===== src/rtl/pwm_gen_pkg.sv =====
// pwm_gen_pkg: constants and types shared by the PWM generator files.
//   DEF_RESOLUTION : default counter/duty width in bits (period = 2^width clk cycles)
//   DEF_DEADTIME   : default dead time in clk cycles for the complementary output
//   pwm_word_t     : counter/duty word at the default resolution
package pwm_gen_pkg;

  localparam int DEF_RESOLUTION = 8;
  localparam int DEF_DEADTIME   = 2;

  typedef logic [DEF_RESOLUTION-1:0] pwm_word_t;

endpackage


===== src/rtl/pwm_gen_deadtime.sv =====
// pwm_gen_deadtime: registered complementary output with dead time.
//   clk       : clock
//   rst       : asynchronous active-high reset
//   pwm_next  : value pwm_out takes on this edge
//   pwm_next2 : value pwm_out takes on the following edge
//   pwm_n     : complementary output; high only while pwm_out is low, after
//               pwm_out has been low for DEADTIME cycles, and dropping one
//               cycle before pwm_out rises
module pwm_gen_deadtime
  import pwm_gen_pkg::*;
#(
  parameter int DEADTIME = DEF_DEADTIME
) (
  input  logic clk,
  input  logic rst,
  input  logic pwm_next,
  input  logic pwm_next2,
  output logic pwm_n
);

  localparam logic [7:0] DT = 8'(DEADTIME);

  // Length of the current low run of pwm_out, saturating so it never wraps
  // back below DT during a long low stretch.
  logic [7:0] low_run;

  always_ff @(posedge clk or posedge rst) begin
    if (rst) begin
      low_run <= '0;
      pwm_n   <= 1'b0;
    end else begin
      pwm_n <= !pwm_next && !pwm_next2 && (low_run >= DT);
      if (pwm_next)
        low_run <= '0;
      else if (low_run != 8'hff)
        low_run <= low_run + 8'd1;
    end
  end

endmodule


===== src/rtl/pwm_gen.sv =====
// pwm_gen: free-running PWM generator with per-period duty latching.
//   duty    : requested high time in clk cycles per period
//   pwm_out : registered PWM output, lags the counter by one cycle
//   clk     : clock
//   enable  : run control; low holds the generator idle and re-arms duty
//   rst     : asynchronous active-high reset
//   pwm_n   : complementary output with dead time (PWM_GEN_COMPL_EN only)
// Build option: define PWM_GEN_COMPL_EN to compile in pwm_n and its dead-time
// counter; the default build has pwm_out only, with identical behaviour.
module pwm_gen
  import pwm_gen_pkg::*;
#(
  parameter int RESOLUTION = DEF_RESOLUTION,
  parameter int DEADTIME   = DEF_DEADTIME
) (
  input  logic [RESOLUTION-1:0] duty,
  output logic                  pwm_out,
  input  logic                  clk,
  input  logic                  enable,
  input  logic                  rst
`ifdef PWM_GEN_COMPL_EN
  ,
  output logic                  pwm_n
`endif
);

  localparam logic [RESOLUTION-1:0] CNT_MAX = '1;

  logic [RESOLUTION-1:0] cnt;
  logic [RESOLUTION-1:0] duty_q;
  logic                  at_wrap;
  logic                  pwm_next;

  assign at_wrap  = (cnt == CNT_MAX);
  assign pwm_next = enable && (cnt < duty_q);

  // duty_q only moves at the period boundary (or while idle), so a duty
  // write mid-period can never shorten or stretch the pulse in flight.
  always_ff @(posedge clk or posedge rst) begin
    if (rst) begin
      cnt     <= '0;
      duty_q  <= '0;
      pwm_out <= 1'b0;
    end else begin
      pwm_out <= pwm_next;
      if (enable)
        cnt <= cnt + 1'b1;
      else
        cnt <= '0;
      if (!enable || at_wrap)
        duty_q <= duty;
    end
  end

`ifdef PWM_GEN_COMPL_EN
  // One-edge lookahead of pwm_out so pwm_n can drop a cycle before pwm_out
  // rises. Enable is assumed to stay high; if it drops, pwm_out goes low
  // anyway and the prediction only errs on the safe side.
  logic [RESOLUTION-1:0] cnt_nxt;
  logic [RESOLUTION-1:0] duty_q_nxt;
  logic                  pwm_next2;

  assign cnt_nxt    = enable ? cnt + 1'b1 : '0;
  assign duty_q_nxt = (!enable || at_wrap) ? duty : duty_q;
  assign pwm_next2  = (cnt_nxt < duty_q_nxt);

  pwm_gen_deadtime #(
    .DEADTIME (DEADTIME)
  ) u_deadtime (
    .clk       (clk),
    .rst       (rst),
    .pwm_next  (pwm_next),
    .pwm_next2 (pwm_next2),
    .pwm_n     (pwm_n)
  );
`endif

endmodule


===== config.mk =====
export PLATFORM = sky130hd
export DESIGN_NAME = pwm_gen
export DESIGN_NICKNAME = d
export VERILOG_FILES = /design/src/rtl/pwm_gen_pkg.sv /design/src/rtl/pwm_gen_deadtime.sv /design/src/rtl/pwm_gen.sv
export SDC_FILE = /design/constraint.sdc
export NUM_CORES = 1
export LEC_CHECK = 0
export CAP_MARGIN = 20
export CELL_PAD_IN_SITES_DETAIL_PLACEMENT = 1
export CELL_PAD_IN_SITES_GLOBAL_PLACEMENT = 2
export CORE_ASPECT_RATIO = 0.75
export CORE_MARGIN = 2
export CORE_UTILIZATION = 37
export CTS_BUF_LIST = sky130_fd_sc_hd__clkbuf_8 sky130_fd_sc_hd__clkbuf_16
export CTS_CLUSTER_DIAMETER = 30
export DETAILED_ROUTE_END_ITERATION = 7
export GPL_TIMING_DRIVEN = 1
export PLACE_DENSITY = 0.9
export SYNTH_ARGS = -nofsm -noshare
export SYNTH_HDL_FRONTEND = slang
export SYNTH_SLANG_ARGS = --single-unit

===== constraint.sdc =====
create_clock -name clk -period 2.7 [get_ports clk]
set_clock_uncertainty 0.05 [all_clocks]
set_input_delay 0.81 -clock clk [delete_from_list [all_inputs] [get_ports clk]]
set_output_delay 0.81 -clock clk [all_outputs]
set_load 0.02 [all_outputs]

==> impl_metrics.tcl <==
set metrics [dict create \
    final.min_clock_period_ns 2.03 \
    drive_gt1_share_pct 14.4 \
    coreArea_um2 2250 \
    drt_iter0_markers 10 \
    drcViolationCount 0 \
    rsz0062_at_grt "no" \
    synthAdderAreaFrac_pct 11.6 \
    timing.final.max_slew_violations 0 \
    vias 608 \
    fillers 263 \
    final_core_util_pct 46.5 \
    syn_nets 94 \
    synthSimpleGateAreaFrac_pct 10.9 \
    cp.required_ns 1.84 \
    end_kind "output pin" \
    gp_congestion 0.706 \
    portBuffers 11 \
    r2r_slack_ns 0.95 \
    cts_tree "built" \
    synth_cells 75 \
    p_int_w 0.000411 \
    grt_pass1_wl_mm 3.06 \
    hpwlAfterDp_mm 1.37 \
    synth.most_common_cell "dfrtp_1" \
    ys_warn_count 0 \
    seqCellArea_um2 425 \
    pwr-share-seq_pct 52.3 \
    synth_area_per_cell_um2 11.5 \
    dieArea_um2 2730 \
    cp-start-kind "flop" \
    fp.dieW_um 59.7 \
    min_from "cnt[0]" \
    clk_pin_slew_ns 0.07 \
    cp.buffers_inverters 1 \
    numCtsBuffers 3 \
    r2r-start "cnt[3]" \
    fin_cells 115 \
    grtUsageTotal_pct 16.2 \
    synth_mux_area_share_pct 10.5 \
    cap_violations 0 \
    ys.flop_type "dfrtp_1" \
    antenna_found_initial 0 \
    swShare_pct 23.7 \
    synth_commonest_cells "dfrtp_1, inv_1, ha_1, mux2_2" \
    cts_root_buffer "clkbuf_8" \
    io_pins 12 \
    grt_pass1_vias 637 \
    cts_hold_buffers 0 \
    initial_utilization_pct 38.2 \
    worstSkewPairLatency_ns 0.25 \
    rows 15 \
    hold-path-endpoint "cnt[0]" \
    hold_viol_final 0 \
    setup_viol 0 \
    tightest_slew_ns 0.655 \
    hold_ws_ns 0.453 \
    grt_max_degree 18 \
    pwr-share-comb_pct 12.9 \
    die_h_um 45.8 \
    max_stage_delay_ns 0.59 \
    cp_slowest_cell "clkdlybuf4s50_1" \
    cp_data_arrival_time_ns 1.17 \
    ir_drop_uv 266 \
    leakagePower_nw 0.488 \
    synth_top_family_by_area "adder cells" \
    drt_wl_total_mm 1.79 \
    async_flop_share_pct 100 \
    path_cells "clkdlybuf4s50_1" \
    r2r_end "pwm_out" \
    synth_area_leaders "dfrtp_1, ha_1, mux2_2" \
    p_sw_w 0.000128 \
    drtAntennaViolNets 0 \
    viasPerCell 5.29 \
    fin_crit_sh_pct 75.0 \
    synth_area_leader_cell "dfrtp_1" \
    maxSlewHeadroom_pct 56.3 \
    yosys.area.top_type_share_pct 49.4 \
    powerDensity_nw_per_um2 515 \
    synth_compound_area_share_pct 10.6 \
    syn_to_final_growth_pct 21.7 \
    htreeDepth 1 \
    holdPathStages 1 \
    cts_setup_buffers 0 \
    path_max_fanout 1 \
    cts_max_path_buffers 2 \
    avgRoutedWirePerCell_um 15.5 \
    clockPowerShare_pct 34.7 \
    gr-total-overflow 0 \
    dp.cells 111 \
    synth_xor_area_share_pct 3.05 \
    post_cts_resized 0 \
    multi_input_area_um2 402 \
    ys_ff_latch 17 \
    cts.sinks 17 \
    fin_nets 110 \
    max_clock_freq_mhz 494 \
    yosysUniqueCellTypes 21 \
    critical_path.top_delay_family "buffers and inverters" \
    hp-class "reg2reg" \
    status "complete, no violations" \
    synth_edf_count 0 \
    drtPass1Iterations 4 \
    seq_area_frac_synth_pct 49.4 \
    synth_area_um2 861 \
    diodes 0 \
    criticalPathCategory "reg2out" \
    setup-tns-final_ns 0 \
    reg2regPathDepth 4 \
]
[how the worst max path moves through the flow]
stage | slack, ns | startpoint | endpoint | cells after the start
3_3_place_gp | 0.71 | enable | duty_q[5] | 3
4_1_cts | 0.66 | pwm_out | pwm_out | 1
2_1_floorplan | 1.14 | cnt[3] | pwm_out | 4
5_1_grt | 0.62 | pwm_out | pwm_out | 1
3_5_place_dp | 0.68 | enable | duty_q[5] | 3
6_report | 0.67 | pwm_out | pwm_out | 1
[sequential cells by signal, summed over array words and instances (netlist names)]
| signal | count |
|---|---|
| pwm_out | 1 |
| duty_q | 8 |
| cnt | 8 |
[placed cells by master, fill, tap and decap left out, drive strengths merged]
| master | n |
|---|---|
| a211oi | 1 |
| and2 | 1 |
| a2111oi | 1 |
| clkdlybuf4s50 | 11 |
| nand4 | 1 |
| o211ai | 1 |
| nor3b | 1 |
| nand2 | 2 |
| mux2 | 8 |
| xnor2 | 1 |
| o2111a | 1 |
| or3 | 3 |
| nor2 | 4 |
| nor2b | 1 |
| a21oi | 4 |
| ha | 8 |
| inv | 10 |
| clkbuf | 3 |
| o21ai | 5 |
| dfrtp | 17 |
| xor2 | 2 |
| nand3 | 4 |
[routing by layer]
metal	vias up	part of all wire (%)	global-route usage, %
met1	304	47	20.8
met4	0	0.50	5.33
met5	-	0	0
met3	2	3.5	5.97
li1	291	-	-
met2	11	49	25.4
[power by group through the flow]
stage / Combinational (W) / Sequential, W / Clock, W
4_1_cts: 0.0000716 / 0.000282 / 0.000194
3_3_place_gp: 0.0000663 / 0.000286 / 0
3_5_place_dp: 0.0000709 / 0.000287 / 0
2_1_floorplan: 0.0000412 / 0.000285 / 0
6_report: 0.0000697 / 0.000282 / 0.000187
5_1_grt: 0.0000785 / 0.000285 / 0.000208
[cell families (layout without fill, tap and decap cells)]
| logic type | Yosys count | count (layout) |
|---|---|---|
| simple gates | 17 | 17 |
| mux | 8 | 8 |
| xor+xnor | 3 | 3 |
| buf+inv | 9 | 24 |
| fa+ha+maj | 8 | 8 |
| compound gates | 13 | 13 |
| flops | 17 | 17 |
[area by class of cell]
| cell class | instances | share of cell area [%] |
|---|---|---|
| clock buffer | 3 | 3.94 |
| timing repair buffer | 11 | 10.5 |
| tap | 25 | 2.99 |
| clock inverter | 1 | 0.358 |
| multi-input combinational | 49 | 38.4 |
| sequential | 17 | 40.6 |
| inverter | 9 | 3.23 |
[stage by stage]
step           setup slack, ns  power [W]  area [µm²]
6_report                 0.674   0.000539        1050
5_1_grt                  0.625   0.000572        1050
4_1_cts                  0.665   0.000548        1050
3_5_place_dp             0.684   0.000358        1000
3_3_place_gp             0.714   0.000352        1000
2_1_floorplan             1.14   0.000326         861
No activity file was read; power rests on OpenSTA's default activity.
